===== config.mk =====
export PLATFORM = sky130hd
export DESIGN_NAME = lsu
export DESIGN_NICKNAME = d
export VERILOG_FILES = /design/src/rtl/lsu.sv
export SDC_FILE = /design/constraint.sdc
export NUM_CORES = 1
export LEC_CHECK = 0
export CAP_MARGIN = 10
export CORE_AREA = 2 2 156 158
export CTS_CLUSTER_DIAMETER = 120
export DETAILED_ROUTE_END_ITERATION = 8
export DIE_AREA = 0 0 158 160
export HOLD_SLACK_MARGIN = 0.08
export PLACE_DENSITY_LB_ADDON = 0.05
export SYNTH_ARGS = -nofsm -noshare
export SYNTH_HDL_FRONTEND = slang
export SYNTH_SLANG_ARGS = --single-unit
export TNS_END_PERCENT = 20

===== constraint.sdc =====
create_clock -name clk_i -period 5.1 [get_ports clk_i]
set_input_delay 1.02 -clock clk_i [delete_from_list [all_inputs] [get_ports clk_i]]
set_output_delay 1.02 -clock clk_i [all_outputs]
set_load 0.02 [all_outputs]

===== src/rtl/lsu.sv =====
// Load/store unit for the RV64I execute path.
//
// Takes an effective address, store data and funct3 from execute and performs
// one doubleword-bus access. It steers store data onto its byte lanes, builds
// the write strobes and rejects misaligned or illegal-width accesses without
// touching memory. Loaded data is sign- or zero-extended. The result goes to
// writeback over a valid/ready handshake. Only one access is in flight.
//
// Ports:
//   clk_i, rst_i        clock, synchronous active-high reset
//   req_*               request from execute (valid/ready, store, funct3, addr, wdata)
//   mem_*               doubleword memory bus (req, we, addr, wdata, wstrb, ack, rdata)
//   resp_*              response to writeback (valid/ready, rdata, fault)
//
// Every output is a register or is decoded from the state register. Nothing
// depends combinationally on mem_ack_i or resp_ready_i.
module lsu #(
  parameter int unsigned DATA_WIDTH = 64
) (
  input  logic                  clk_i,
  input  logic                  rst_i,
  input  logic                  req_valid_i,
  output logic                  req_ready_o,
  input  logic                  req_store_i,
  input  logic [2:0]            req_funct3_i,
  input  logic [DATA_WIDTH-1:0] req_addr_i,
  input  logic [DATA_WIDTH-1:0] req_wdata_i,
  output logic                  mem_req_o,
  output logic                  mem_we_o,
  output logic [DATA_WIDTH-1:0] mem_addr_o,
  output logic [DATA_WIDTH-1:0] mem_wdata_o,
  output logic [7:0]            mem_wstrb_o,
  input  logic                  mem_ack_i,
  input  logic [DATA_WIDTH-1:0] mem_rdata_i,
  output logic                  resp_valid_o,
  input  logic                  resp_ready_i,
  output logic [DATA_WIDTH-1:0] resp_rdata_o,
  output logic                  resp_fault_o
);

  typedef enum logic [1:0] {StIdle, StMem, StResp} state_e;

  state_e                state_q;
  logic [DATA_WIDTH-1:0] addr_q;
  logic [DATA_WIDTH-1:0] wdata_q;
  logic [DATA_WIDTH-1:0] rdata_q;
  logic [7:0]            wstrb_q;
  logic [2:0]            funct3_q;
  logic                  store_q;
  logic                  fault_q;

  logic [2:0]            req_off;
  logic                  req_fault;
  logic [7:0]            req_wstrb;
  logic [DATA_WIDTH-1:0] req_wdata_steered;

  // Sign/zero extension of the addressed lane. funct3[2] selects unsigned.
  function automatic logic [63:0] load_extract(input logic [63:0] rdata,
                                               input logic [2:0]  off,
                                               input logic [2:0]  f3);
    logic [63:0] sh;
    sh = rdata >> {off, 3'b000};
    unique case (f3[1:0])
      2'b00:   return f3[2] ? {56'd0, sh[7:0]}  : {{56{sh[7]}}, sh[7:0]};
      2'b01:   return f3[2] ? {48'd0, sh[15:0]} : {{48{sh[15]}}, sh[15:0]};
      2'b10:   return f3[2] ? {32'd0, sh[31:0]} : {{32{sh[31]}}, sh[31:0]};
      default: return sh;
    endcase
  endfunction

  // Request decode: fault check, strobes and lane steering.
  always_comb begin
    req_off           = req_addr_i[2:0];
    req_wdata_steered = req_wdata_i << {req_off, 3'b000};
    req_fault         = 1'b0;
    req_wstrb         = 8'h00;

    unique case (req_funct3_i[1:0])
      2'b00: req_wstrb = 8'h01 << req_off;
      2'b01: begin
        req_wstrb = 8'h03 << req_off;
        req_fault = req_off[0];
      end
      2'b10: begin
        req_wstrb = 8'h0F << req_off;
        req_fault = |req_off[1:0];
      end
      default: begin
        req_wstrb = 8'hFF;
        req_fault = |req_off;
      end
    endcase

    // 111 is reserved; unsigned widths exist only for loads.
    if (req_funct3_i == 3'b111 || (req_store_i && req_funct3_i[2])) begin
      req_fault = 1'b1;
    end
    if (!req_store_i) begin
      req_wstrb = 8'h00;
    end
  end

  always_ff @(posedge clk_i) begin
    if (rst_i) begin
      state_q  <= StIdle;
      addr_q   <= '0;
      wdata_q  <= '0;
      rdata_q  <= '0;
      wstrb_q  <= '0;
      funct3_q <= '0;
      store_q  <= 1'b0;
      fault_q  <= 1'b0;
    end else begin
      unique case (state_q)
        StIdle: begin
          if (req_valid_i) begin
            addr_q   <= req_addr_i;
            funct3_q <= req_funct3_i;
            store_q  <= req_store_i;
            wdata_q  <= req_wdata_steered;
            wstrb_q  <= req_wstrb;
            fault_q  <= req_fault;
            rdata_q  <= '0;
            state_q  <= req_fault ? StResp : StMem;
          end
        end
        StMem: begin
          if (mem_ack_i) begin
            if (!store_q) begin
              rdata_q <= load_extract(mem_rdata_i, addr_q[2:0], funct3_q);
            end
            state_q <= StResp;
          end
        end
        StResp: begin
          if (resp_ready_i) begin
            state_q <= StIdle;
          end
        end
        default: state_q <= StIdle;
      endcase
    end
  end

  assign req_ready_o  = (state_q == StIdle);
  assign mem_req_o    = (state_q == StMem);
  assign mem_we_o     = (state_q == StMem) && store_q;
  assign mem_addr_o   = {addr_q[DATA_WIDTH-1:3], 3'b000};
  assign mem_wdata_o  = wdata_q;
  assign mem_wstrb_o  = wstrb_q;
  assign resp_valid_o = (state_q == StResp);
  assign resp_rdata_o = rdata_q;
  assign resp_fault_o = fault_q;

endmodule


==> impl_results.md, run 1 <==
* Primary FF master, synth: dfxtp_1
* Die W at 158 um
* N_diodes at 0
* Hold Crit Endpoint: addr_q[63]
* Synthesis-stage register bit count at 207
* DP Worst Slack at 1.56 ns
* Count of hold-fix buffers inserted at cts at 0
* Die area at 25300 um2
* Design Power at 4760 uW
* Vias in the first global route at 10.4k
* Pwr/cell area at 303 nW/um2
* Layout cells sized above 1 at 9.37%
* H-Tree Depth at 1
* # setup viols final at 0
* Slowest CP cell: dfxtp_2
* GRT Total Usage at 29.7%
* Crit path max-delay family: flip-flops
* Beginning of the worst hold path: addr_q[63]
* Post-CTS Setup Bufs at 0
* Hold Crit Class: flip-flop to flip-flop
* Top post-synthesis cells by area: dfxtp_1 (36%), nand2_1 (7.4%), mux2i_1 (6.8%)
* Clock buffers created by TritonCTS at 24
* CP max stage delay at 0.95 ns
* Largest net degree at the start of global routing at 76
* Post-Syn Area at 11400 um2
* Vias per cell at 5.67
* Clock Pin Slew Worst Setup and Hold Paths at 0.06 ns
* Clk root buf: clkbuf_16
* F_max at 0.298 GHz
* Clock buffer depth at 3
* Most frequent cell after synthesis: nand2_1
* Post-synth EDFFs at 0
* Cell count after synthesis at 1355
* Placer Congestion at 0.996
* WL/cell at 20.0 um
* Crit path DAT at 3.79 ns
* Flop-to-flop setup slack at 1.74 ns
* Crit-path cells: buf_4, or2_2, o22ai_4, nor4_4, a311oi_4, buf_4, o31ai_1
* Post-route DRC at 0
* Fin crit share at 65.9%
* Initial antenna violation count at 0
* Total Wirelength at 39.2 mm
* Number of max-cap violations at 0
* Clk_skew at 0.0173 ns
* Fin. Hold Viols at 0
* Relative slew slack at 28.5%
* WHS Path Cells at 2
* Clk_lat worst skew at 0.53 ns
* Final net count at 1826
* Port buffer count at 402
* Leading area contributor after synthesis: dfxtp_1
* Post_cts resized at 0
* Worst reg2reg startpoint: addr_q[0]
* Register-to-Register Path Depth at 7
* RSZ-0062 raised after global routing: false
* Via Count at 11.1k
* Slew at the pin closest to its max-slew limit at 1.07 ns
* Synth cell count leaders: nand2_1 (224), dfxtp_1 (207), a21oi_1 (135)
* IO Pins at 406
* Setup slack after layout at 1.74 ns
* Worst setup SP type: flip-flop
* Critical Setup Path Class: flip-flop to flip-flop
* Post-synth top area share at 36.3%
* Die height at 160 um
* Worst Setup End Kind: flip-flop
* Outcome: completed
* Post-DP HPWL at 28.6 mm
* CTS Sinks at 207
* Leak at 0.00566 uW
* Reg-to-reg critical path endpoint: resp_rdata_o[40]
* Final Critical Period at 3.36 ns
* Synth Area per Inst at 8.42 um2
* DRT iter0 DRCs at 891
* WP data required at 5.53 ns
* Placement-stage cell area at 15000 um2
* DR pass1 iterations at 5
* Post-route setup TNS at 0 ns
* Grt total ovfl at 0
* Starting Density at 47.9%
* Synth warn at 0
* Fillers at 2129
* Critical path peak fanout at 49
* Synth cell types at 53
* Async set-reset flop share out of synthesis at 0%
* ANT nets after route at 0
* Register area share after synthesis at 36.3%
* Layout area overhead at 37.7%
* CTS tree: yes
* Final Instance Area at 15700 um2
* First-pass GRT wire length at 59.1 mm
* Layout Utilization at 65.9%
* WP buf/inv at 2
* Total core area at 23800 um2
* Peak supply drop at 0.263 mV
* Most used cell, CP: buf_4
* Row cnt at 57
* Max Transition Viols Final at 0
per-stage QoR:
| step | cells | hold WS, ns |
|---|---|---|
| floorplan | 1357 | 0.437 |
| global placement | 1918 | 0.437 |
| detailed placement | 1918 | 0.444 |
| CTS | 1957 | 0.454 |
| global route | 1957 | 0.469 |
| finish | 1957 | 0.451 |
sequential cells by signal, indices dropped and copies added (netlist names):
signal,cells
addr_q,64
funct3_q,3
resp_fault_o,1
state_q,2
mem_wdata_o,64
store_q,1
resp_rdata_o,64
mem_wstrb_o,8
per-layer routing:
layer | global-route usage, % | up-vias | part of all wire (%)
met2 | 49.7 | 503 | 48
li1 | - | 5297 | -
met5 | 0 | - | 0
met4 | 13.1 | 0 | 4.7
met3 | 8.22 | 97 | 9.7
met1 | 35.4 | 5205 | 38
area by class of cell:
class	instances	area, um2	area share [%]
timing repair buffer	421	4150	26.4
multi-input combinational	958	6240	39.7
clock inverter	3	26.3	0.167
sequential	207	4150	26.4
tap	324	405	2.58
clock buffer	36	706	4.49
inverter	8	30.0	0.191
power by group:
group | total [uW] | leakage (uW) | internal (uW) | switching (uW)
Clock | 1620 | 0.000361 | 946 | 676
Sequential | 1810 | 0.00169 | 1730 | 83.0
Combinational | 1330 | 0.00361 | 586 | 740
Total | 4760 | 0.00566 | 3260 | 1500
worst max-delay path by stage:
stage	from	to	cells after the start	slack, ns
4_1_cts	addr_q[0]	resp_rdata_o[63]	7	1.80
5_1_grt	addr_q[0]	resp_rdata_o[40]	7	1.51
2_1_floorplan	req_addr_i[0]	mem_wdata_o[44]	6	2.55
6_report	addr_q[0]	resp_rdata_o[40]	7	1.74
3_3_place_gp	mem_rdata_i[63]	resp_rdata_o[40]	7	1.62
3_5_place_dp	mem_rdata_i[55]	resp_rdata_o[63]	7	1.56
logic make-up (layout without fill, tap and decap cells):
group | count (synthesis) | after routing | share of synthesized area, %
compound gates | 374 | 374 | 22.0
fa+ha+maj | 5 | 5 | 0.549
buf+inv | 192 | 468 | 9.14
flops | 207 | 207 | 36.3
mux | 138 | 138 | 15.8
other cells | 1 | 3 | 0.0329
simple gates | 438 | 438 | 16.1
cells in the final DEF, fill, tap and decap left out, drive strengths merged, types with 2 or more instances in the layout:
cell type / count
a21oi: 135
or2: 7
nor2b: 18
nand2: 224
clkinv: 4
mux2i: 77
a2bb2oi: 10
o21bai: 2
a22oi: 29
a221oi: 11
nand2b: 10
mux4: 30
o21ai: 60
nand3b: 2
o211ai: 5
a211oi: 56
o31ai: 16
o22ai: 13
conb: 3
and2: 6
a221o: 4
mux2: 31
o2bb2ai: 2
inv: 7
buf: 23
nor3: 36
o211a: 2
clkbuf: 36
a311oi: 12
o221a: 2
and3: 4
dfxtp: 207
clkdlybuf4s50: 398
or3: 2
nor2: 127
ha: 5
o221ai: 10
tightest hold or removal path, cell delays in order (launching register included):
cell and delay (ns):
dfxtp_1 0.30, nand2_1 0.05, a21oi_1 0.05
No activity file was read; power rests on OpenSTA's default activity.
==> run 2: changes to the inputs <==
--- a/config.mk
+++ b/config.mk
@@ -6,10 +6,9 @@
 export NUM_CORES = 1
 export LEC_CHECK = 0
 export CAP_MARGIN = 10
-export CORE_AREA = 2 2 156 158
+export CORE_UTILIZATION = 41
 export CTS_CLUSTER_DIAMETER = 120
 export DETAILED_ROUTE_END_ITERATION = 8
-export DIE_AREA = 0 0 158 160
 export HOLD_SLACK_MARGIN = 0.08
 export PLACE_DENSITY_LB_ADDON = 0.05
 export SYNTH_ARGS = -nofsm -noshare
==> constraint.sdc (replaced) <==
create_clock -name clk_i -period 2.95 [get_ports clk_i]
set_input_delay 0.59 -clock clk_i [delete_from_list [all_inputs] [get_ports clk_i]]
set_output_delay 0.59 -clock clk_i [all_outputs]
set_load 0.02 [all_outputs]
==> impl_results.md, run 2 (synthesis results as in run 1) <==
* Crit path DAT at 2.01 ns (-1.78 ns)
* First-pass GRT wire length at 62.9 mm (+6.5%)
* Post-route setup TNS at 0 ns (unchanged)
* Outcome: completed
* WP data required at 2.36 ns (-3.17 ns)
* Clock buffer depth at 3 (unchanged)
* Port buffer count at 402 (unchanged)
* Die height at 169 um (+5.5%)
* Row cnt at 60 (+5.3%)
* # setup viols final at 0 (unchanged)
* Multi-input logic area at 6250 um2 (+0.16%)
* Leak at 0.00586 uW (+3.5%)
* Total Wirelength at 41.1 mm (+4.8%)
* Placer Congestion at 0.948 (-4.9%)
* Setup slack after layout at 0.348 ns (-1.39 ns)
* Max Transition Viols Final at 0 (unchanged)
* N_diodes at 0 (unchanged)
* Die area at 28500 um2 (+13%)
* Storage element area at 4150 um2 (about the same)
* Post-CTS Setup Bufs at 0 (unchanged)
* RSZ-0062 raised after global routing: false
* DP Worst Slack at 0.322 ns (-1.24 ns)
* Layout cells sized above 1 at 11.1% (+1.8 points)
* Hold Crit Class: flip-flop to flip-flop
* Most frequent cells in the layout: clkdlybuf4s50_1 (398), nand2_1 (223), dfxtp_1 (205)
* Number of max-cap violations at 0 (unchanged)
* Fillers at 2465 (+16%)
* Post_cts resized at 0 (unchanged)
* F_max at 0.384 GHz
* Grt total ovfl at 0 (unchanged)
* Peak supply drop at 0.327 mV (+24%)
* Die W at 169 um (+6.8%)
* Post-DP HPWL at 29.6 mm (+3.7%)
* Clock buffers created by TritonCTS at 26 (+8.3%)
* Starting Density at 42.1% (-5.8 points)
* Clock Pin Slew Worst Setup and Hold Paths at 0.06 ns (about the same)
* Post-route DRC at 0 (unchanged)
* Initial antenna violation count at 1 (+1)
* CTS tree: yes
* Relative slew slack at 40.8% (+12 points)
* DR pass1 iterations at 5 (unchanged)
* CTS Sinks at 207 (unchanged)
* Worst setup SP type: flip-flop
* Worst Setup End Kind: primary output
* GRT Total Usage at 28.0% (-1.7 points)
* DRT iter0 DRCs at 813 (-8.8%)
* Total core area at 27100 um2 (+14%)
* Critical path peak fanout at 6 (-88%)
* Hold WS at 0.453 ns (+0.00200 ns)
* Fin. Hold Viols at 0 (unchanged)
* Count of hold-fix buffers inserted at cts at 0 (unchanged)
* Slew at the pin closest to its max-slew limit at 0.881 ns (-0.188 ns)
* Clk_skew at 0.0179 ns (+0.000676 ns)
* Clk_lat worst skew at 0.53 ns (about the same)
* Final Critical Period at 2.60 ns
* WL/cell at 20.2 um (+0.81%)
* IO Pins at 406 (unchanged)
* Vias per cell at 5.55 (-2.1%)
* H-Tree Depth at 1 (unchanged)
* Final net count at 1848 (+1.2%)
* Pwr/cell area at 539 nW/um2 (+78%)
* Via Count at 11.3k (+1.7%)
* Fin crit share at 88.2%
* Commonest non-fill, non-tap cell in the layout: clkdlybuf4s50_1
* Layout area overhead at 41.5%
* Largest net degree at the start of global routing at 131 (+72%)
* Clk root buf: clkbuf_16
* Critical Setup Path Class: flip-flop to primary output
* ANT nets after route at 0 (unchanged)
* Vias in the first global route at 10.9k (+4.4%)
run 2: cell count changes in the layout (fill, tap and decap cells not counted), sizes merged:
cell	delta
bufinv	+2
clkbuf	-1
buf	+20
clkinv	+6
clkinvlp	+2
run 2: critical path, cell delays in order, from the launching register on:
cell             delay (ns)
dfxtp_1                0.41
inv_1                  0.17
nor2_1                 0.14
and2_1                 0.13
clkdlybuf4s50_1        0.62
run 2: layout make-up:
| cell class | count | area share, % |
|---|---|---|
| Clock buffer | 35 | 4.55 |
| Sequential cell | 207 | 25.7 |
| Timing Repair Buffer | 441 | 27.1 |
| Clock inverter | 13 | 0.837 |
| Inverter | 8 | 0.186 |
| Multi-Input combinational cell | 958 | 38.7 |
| Tap cell | 372 | 2.88 |
run 2: worst paths after layout:
path | startpoint | to | slack (ns) | depth (start not counted)
min reg2reg | addr_q[21] | addr_q[21] | 0.45 | 2
min | addr_q[21] | addr_q[21] | 0.45 | 2
max reg2reg | addr_q[0] | resp_rdata_o[53] | 0.44 | 5
max | state_q[0] | mem_we_o | 0.35 | 4
run 2: report_power, final:
part	internal (uW)	switching, uW	total, uW
clock network	1920	1290	3220
registers	2980	135	3120
logic	1060	1310	2370
total	5970	2740	8710
run 2: metrics by stage:
step | util [%] | total power, uW | std cells | cell area (um2)
after global placement | 56.4 | 5530 | 1986 | 15300
final | 59.6 | 8710 | 2034 | 16100
after global routing | 59.6 | 9070 | 2034 | 16100
after floorplan | - | 4580 | 1357 | 11400
after CTS | 59.6 | 8770 | 2034 | 16100
after detailed placement | 56.4 | 5530 | 1986 | 15300
run 2: layer usage:
| layer | routed length, um | GRT usage (%) |
|---|---|---|
| met5 | 0 | 0 |
| met4 | 1530 | 10.6 |
| met3 | 3440 | 6.73 |
| met2 | 19600 | 46.9 |
| met1 | 16500 | 34.6 |
